**config.mk**
```make
export PLATFORM = sky130hd
export DESIGN_NAME = acq_ch_switch
export DESIGN_NICKNAME = d
export VERILOG_FILES = /design/src/rtl/acq_pkg.sv /design/src/rtl/acq_guard_cnt.sv /design/src/rtl/acq_ch_switch.sv
export SDC_FILE = /design/constraint.sdc
export NUM_CORES = 1
export LEC_CHECK = 0
export ABC_AREA = 1
export CORE_ASPECT_RATIO = 0.8
export CORE_MARGIN = 1.5
export CORE_UTILIZATION = 41
export DETAILED_ROUTE_END_ITERATION = 8
export GPL_TIMING_DRIVEN = 0
export HOLD_SLACK_MARGIN = 0.03
export MAX_ROUTING_LAYER = met4
export PLACE_DENSITY_LB_ADDON = 0.08
export SYNTH_ARGS = -nofsm -noshare
export SYNTH_HDL_FRONTEND = slang
export SYNTH_SLANG_ARGS = --single-unit
```
**constraint.sdc**
```tcl
create_clock -name clk -period 1.9 [get_ports clk]
set_clock_uncertainty 0.1 [all_clocks]
set_input_delay 0.38 -clock clk [delete_from_list [all_inputs] [get_ports clk]]
set_output_delay 0.38 -clock clk [all_outputs]
set_load 0.1 [all_outputs]
```
**src/rtl/acq_pkg.sv**
```systemverilog
// Shared definitions for the acquisition channel switch.
//   acq_state_t : switch controller states (RUN forwards samples, GUARD discards them)
//   clog2_min1  : ceil(log2(n)) clamped to at least 1, for index/counter widths
//   ADC_W_DEF / DATA_W_DEF : default sample and result word widths
package acq_pkg;

    localparam int unsigned ADC_W_DEF  = 12;
    localparam int unsigned DATA_W_DEF = 16;

    typedef enum logic {
        ST_RUN   = 1'b0,
        ST_GUARD = 1'b1
    } acq_state_t;

    // Width needed to index n items; never narrower than one bit.
    function automatic int unsigned clog2_min1(input int unsigned n);
        return (n <= 32'd2) ? 32'd1 : 32'($clog2(n));
    endfunction

endpackage

```
**src/rtl/acq_guard_cnt.sv**
```systemverilog
// Settle-guard down-counter.
//   clk, rst : clock and synchronous active-high reset
//   load     : reload the counter with load_val (wins over dec)
//   load_val : reload value
//   dec      : decrement strobe, ignored once the counter is at zero
//   cnt      : current count (registered)
//   zero_c   : combinational flag, cnt == 0
module acq_guard_cnt #(
    parameter int unsigned W = 4
) (
    input  logic         clk,
    input  logic         rst,
    input  logic         load,
    input  logic [W-1:0] load_val,
    input  logic         dec,
    output logic [W-1:0] cnt,
    output logic         zero_c
);

    assign zero_c = (cnt == '0);

    // Reload has priority so a new switch always restarts the full guard.
    always_ff @(posedge clk) begin
        if (rst) begin
            cnt <= '0;
        end else if (load) begin
            cnt <= load_val;
        end else if (dec && !zero_c) begin
            cnt <= cnt - W'(1);
        end
    end

endmodule

```
**src/rtl/acq_ch_switch.sv**
```systemverilog
// Acquisition channel switch: routes the shared ADC sample stream to one of
// NUM_CH channels and returns that channel's result word and tick. A channel
// change discards GUARD_SMP samples while the new channel settles.
//   clk, rst      : clock and synchronous active-high reset
//   sel_req       : requested channel index, applied on sel_load pulse
//   adc_data/vld  : ADC sample and its valid strobe
//   ch_data       : flattened per-channel result words, channel k at [k*DATA_W +: DATA_W]
//   ch_tick       : per-channel acquisition tick pulses
//   ch_adc_data   : registered sample bus shared by all channels
//   ch_adc_vld    : one-hot sample valid towards the selected channel
//   dataout       : selected channel result word
//   acq_tick      : selected channel tick
//   cur_sel       : active channel index
//   switching     : high while samples are being discarded after a switch
//   sel_err       : one-cycle pulse when an out-of-range sel_req is rejected
//   smp_cnt       : samples forwarded since the last switch, saturating
module acq_ch_switch
    import acq_pkg::*;
#(
    parameter  int unsigned NUM_CH     = 4,
    parameter  int unsigned ADC_W      = ADC_W_DEF,
    parameter  int unsigned DATA_W     = DATA_W_DEF,
    parameter  int unsigned GUARD_SMP  = 8,
    parameter  int unsigned CNT_W      = 16,
    parameter  int unsigned DEFAULT_CH = 0,
    localparam int unsigned CH_W       = clog2_min1(NUM_CH)
) (
    input  logic                     clk,
    input  logic                     rst,
    input  logic [CH_W-1:0]          sel_req,
    input  logic                     sel_load,
    input  logic [ADC_W-1:0]         adc_data,
    input  logic                     adc_vld,
    input  logic [NUM_CH*DATA_W-1:0] ch_data,
    input  logic [NUM_CH-1:0]        ch_tick,
    output logic [ADC_W-1:0]         ch_adc_data,
    output logic [NUM_CH-1:0]        ch_adc_vld,
    output logic [DATA_W-1:0]        dataout,
    output logic                     acq_tick,
    output logic [CH_W-1:0]          cur_sel,
    output logic                     switching,
    output logic                     sel_err,
    output logic [CNT_W-1:0]         smp_cnt
);

    localparam int unsigned GW = clog2_min1(GUARD_SMP + 1);

    acq_state_t          state;
    logic [NUM_CH-1:0]   onehot_c;
    logic [DATA_W-1:0]   sel_data_c;
    logic                sel_tick_c;
    logic                req_illegal_c;
    logic                req_change_c;
    logic                guard_load_c;
    logic                guard_dec_c;
    logic                guard_last_c;
    logic                guard_zero_c;
    logic [GW-1:0]       guard_cnt;

    // Decode of the current selection: one-hot valid, result word and tick.
    always_comb begin
        onehot_c   = '0;
        sel_data_c = '0;
        sel_tick_c = 1'b0;
        for (int unsigned k = 0; k < NUM_CH; k++) begin
            if (cur_sel == CH_W'(k)) begin
                onehot_c[k] = 1'b1;
                sel_data_c  = ch_data[k*DATA_W +: DATA_W];
                sel_tick_c  = ch_tick[k];
            end
        end
    end

    // Request qualification; only a legal, different channel starts a switch.
    assign req_illegal_c = (32'(sel_req) >= NUM_CH);
    assign req_change_c  = (sel_req != cur_sel);
    assign guard_load_c  = sel_load && !req_illegal_c && req_change_c && (GUARD_SMP != 0);
    assign guard_dec_c   = (state == ST_GUARD) && adc_vld;
    assign guard_last_c  = (guard_cnt == GW'(1));

    acq_guard_cnt #(
        .W (GW)
    ) u_guard_cnt (
        .clk      (clk),
        .rst      (rst),
        .load     (guard_load_c),
        .load_val (GW'(GUARD_SMP)),
        .dec      (guard_dec_c),
        .cnt      (guard_cnt),
        .zero_c   (guard_zero_c)
    );

    // Controller and registered datapath.
    always_ff @(posedge clk) begin
        if (rst) begin
            state       <= ST_RUN;
            cur_sel     <= CH_W'(DEFAULT_CH);
            ch_adc_data <= '0;
            ch_adc_vld  <= '0;
            dataout     <= '0;
            acq_tick    <= 1'b0;
            switching   <= 1'b0;
            sel_err     <= 1'b0;
            smp_cnt     <= '0;
        end else begin
            ch_adc_vld <= '0;
            acq_tick   <= 1'b0;
            sel_err    <= sel_load && req_illegal_c;

            case (state)
                ST_RUN: begin
                    // A sample arriving with a switch request still uses the old channel.
                    if (adc_vld) begin
                        ch_adc_data <= adc_data;
                        ch_adc_vld  <= onehot_c;
                        if (smp_cnt != '1) begin
                            smp_cnt <= smp_cnt + CNT_W'(1);
                        end
                    end
                    dataout  <= sel_data_c;
                    acq_tick <= sel_tick_c;
                    if (sel_load && !req_illegal_c && req_change_c) begin
                        cur_sel <= sel_req;
                        smp_cnt <= '0;
                        if (GUARD_SMP != 0) begin
                            state     <= ST_GUARD;
                            switching <= 1'b1;
                        end
                    end
                end

                ST_GUARD: begin
                    // A newer legal request restarts the guard; the counter reloads itself.
                    if (sel_load && !req_illegal_c && req_change_c) begin
                        cur_sel <= sel_req;
                    end else if (guard_zero_c || (adc_vld && guard_last_c)) begin
                        state     <= ST_RUN;
                        switching <= 1'b0;
                    end
                end

                default: begin
                    state     <= ST_RUN;
                    switching <= 1'b0;
                end
            endcase
        end
    end

endmodule

```
==> flow_summary.ini <==
[status]
status = finished, final reports clean

[global_route]
antenna_found_initial = 0
grt_pass1_wl_um = 15610
first_global_vias = 3399
grt_overflow_total = 0
grt_max_degree = 11
grt_use_total_pct = 26.18

[die]
rows = 27
die_w_um = 97.38
ios = 139
start_util_pct = 42.39
dieHeight_um = 78.50
dieArea_um2 = 7644
fp.coreArea_um2 = 6892

[sta]
period_share_pct = 94.25
max_slew_margin_pct = 61.48
finalSetupViolCount = 0
layout_min_cycle_time_ps = 1791
worst_pin_slew_ps = 580.5
rsz0062_at_grt = false
worst_hold_slack_ps = 367.4
report.final.slew_viol_count = 0
fmax_mhz = 558.4
final_hold_viol_count = 0

[placement]
dp_hpwl_um = 7317
postPlaceCellArea_um2 = 4429
gp_congestion = 0.8921
io_buffers = 137

[clocking]
holdBufCountCts = 0
cts_buffers = 9
clkTransAtPathRegs_ps = 60
clk_latency_ps = 330
clock_sinks = 57
cts_max_level = 3
cts_tree = done
clock-root-buffer = clkbuf_8
clockBufferDepth = 2

[power]
ir_worst_vdd_mv = 0.5818
leakage_uw = 0.001889
power_density_nw_per_um2 = 801.6
p_total_uw = 3792

[yosys]
netlist-cell-type-count = 32
synthesis.area_um2 = 2922
synth_edf_count = 0
synth_area_per_cell_um2 = 6.732
yosysSeqAreaShare_pct = 39.06
yosysWarningCount = 0
synth_flop_cell = dfxtp_1
ys_seq_elements = 57
syn_nets = 523
netlist_instances = 434
async_flop_share_pct = 0

[critical_path]
critPathArrivalTime_ps = 1310
worstPathMaxFanout = 6
max_stage_delay_ps = 580
critPathKind = flop to output pin
crit_family = buffers and inverters
slowest_stage = clkdlybuf4s15_2
crit_path_start_kind = flop
path_cells = clkdlybuf4s15_2
critPathBufInv = 1
required_ps = 1420
endpoint_kind = output pin

[detailed_routing]
ant_nets = 0
drc = 0
drt-total-wl_um = 9524
first_pass_iters = 4
dr_total_vias = 3462
viasPerCell = 5.136
drt_iter0_markers = 137
post_drt_wl_per_cell_um = 14.13

[cells_and_area]
drive_gt1_share_pct = 19.08
antennaDiodeCount = 0
design_area_um2 = 4731
fillCellCount = 596
syn_to_final_growth_pct = 61.93
nets = 672

[hold_path]
hold_class = flop to flop

[run]
maxCapViolations = 0
-- area by class of cell --
type / instances / area, um2 / area share, %
sequential: 57 / 1169 / 24.70
multi-input combinational: 328 / 1579 / 33.38
buffer: 19 / 103.9 / 2.195
timing repair buffer: 138 / 1444 / 30.52
clock buffer: 13 / 178.9 / 3.782
tap: 87 / 108.9 / 2.301
inverter: 30 / 112.6 / 2.380
clock inverter: 2 / 35.03 / 0.7405
-- cells by family (layout without fill, tap and decap cells) --
family / count (synthesis) / count (layout) / synth area share (%)
AOI/OAI and AO/OA: 73 / 73 / 14.13
and+or+nand+nor: 241 / 241 / 35.08
adders and majority gates: 3 / 3 / 1.285
xor gates and xnor gates: 10 / 10 / 2.998
DFF: 57 / 57 / 39.06
other: 1 / 1 / 0.1284
buffers and inverters: 49 / 202 / 7.323
-- layout by cell type (no fill, tap or decap), types with 5 or more instances in the layout --
cell	instances
nor2_1	61
clkdlybuf4s15_2	52
dfxtp_1	39
nand2_1	112
clkbuf_1	7
dfxtp_2	16
inv_1	29
a221oi_1	8
buf_2	6
xnor2_1	7
clkbuf_8	13
clkdlybuf4s50_1	85
nor2_2	5
o21ai_0	46
a21oi_1	11
nand3_1	47
-- per-stage QoR --
stage	setup TNS (ps)	utilization, %	std cells	setup WS (ps)
5_1_grt	0	68.65	674	6.697
6_report	0	68.65	674	109.2
3_5_place_dp	-11180	64.27	658	-306.3
2_1_floorplan	0	-	434	31.95
3_3_place_gp	-10760	64.27	658	-298.9
4_1_cts	0	68.32	673	48.45
-- state kept, by name (all words and copies together), names as in the netlist --
register and flops:
switching 1, ch_adc_vld 4, ch_adc_data 12, state 1
smp_cnt 16, u_guard_cnt.cnt 4, acq_tick 1, cur_sel 2
dataout 16
-- metal layers --
| layer | global-route usage (%) | wire [um] | part of all wire [%] |
|---|---|---|---|
| met5 | - | 0 | 0 |
| met4 | 9.000 | 137 | 1.4 |
| met3 | 7.213 | 665 | 7.0 |
| met2 | 41.32 | 4304 | 45 |
| met1 | 32.51 | 4417 | 46 |
-- power breakdown --
part	leakage [uW]	internal [uW]	switching [uW]
combinational	0.00130	373	880
clock	0.000112	739	469
sequential	0.000477	1280	51.9
-- cells in the mapped netlist (2+ instances only) --
library cell    n  area (um2)
xor2_1          3       26.28
nor2_1         63       236.5
buf_2           6       30.03
a221oi_1        8       70.07
ha_1            3       37.54
dfxtp_1        57        1141
a211oi_1        2       15.01
buf_6           2       22.52
a21oi_1        11       55.05
nor2_4          2       22.52
nand2_2         2       12.51
xnor2_1         7       61.31
inv_1          29       108.9
clkbuf_1        9       33.78
buf_4           2       15.01
nand4_1         4       25.02
nand2_1       113       424.2
nand3_1        47       235.2
nor3_1          4       20.02
o21ai_0        46       230.2
nor2_2          3       18.77
-- final timing paths --
| kind | from | endpoint | slack (ps) | cells after the start |
|---|---|---|---|---|
| setup / recovery | cur_sel[0] | cur_sel[0] | 110 | 1 |
| hold / removal | dataout[15] | dataout[15] | 370 | 2 |
| setup reg to reg | smp_cnt[0] | smp_cnt[3] | 130 | 9 |
| hold reg to reg | dataout[15] | dataout[15] | 370 | 2 |
-- worst reg2reg max path, cell delays in order (launching register included) --
cell and delay [ps]:
dfxtp_4 370, ha_1 200, nand3_1 140, nor2_4 200, nand4_2 120, nand2_2 130
nand2_4 90, buf_6 150, nand2_1 70, a21oi_1 60
-- repair_timing --
action / in CTS / in global routing
setup buffers: 0 / 1
endpoints found under the setup margin: 52 / 30
pin swaps: 0 / 1
resized for setup: 156 / 8
No activity file was read; power rests on OpenSTA's default activity.
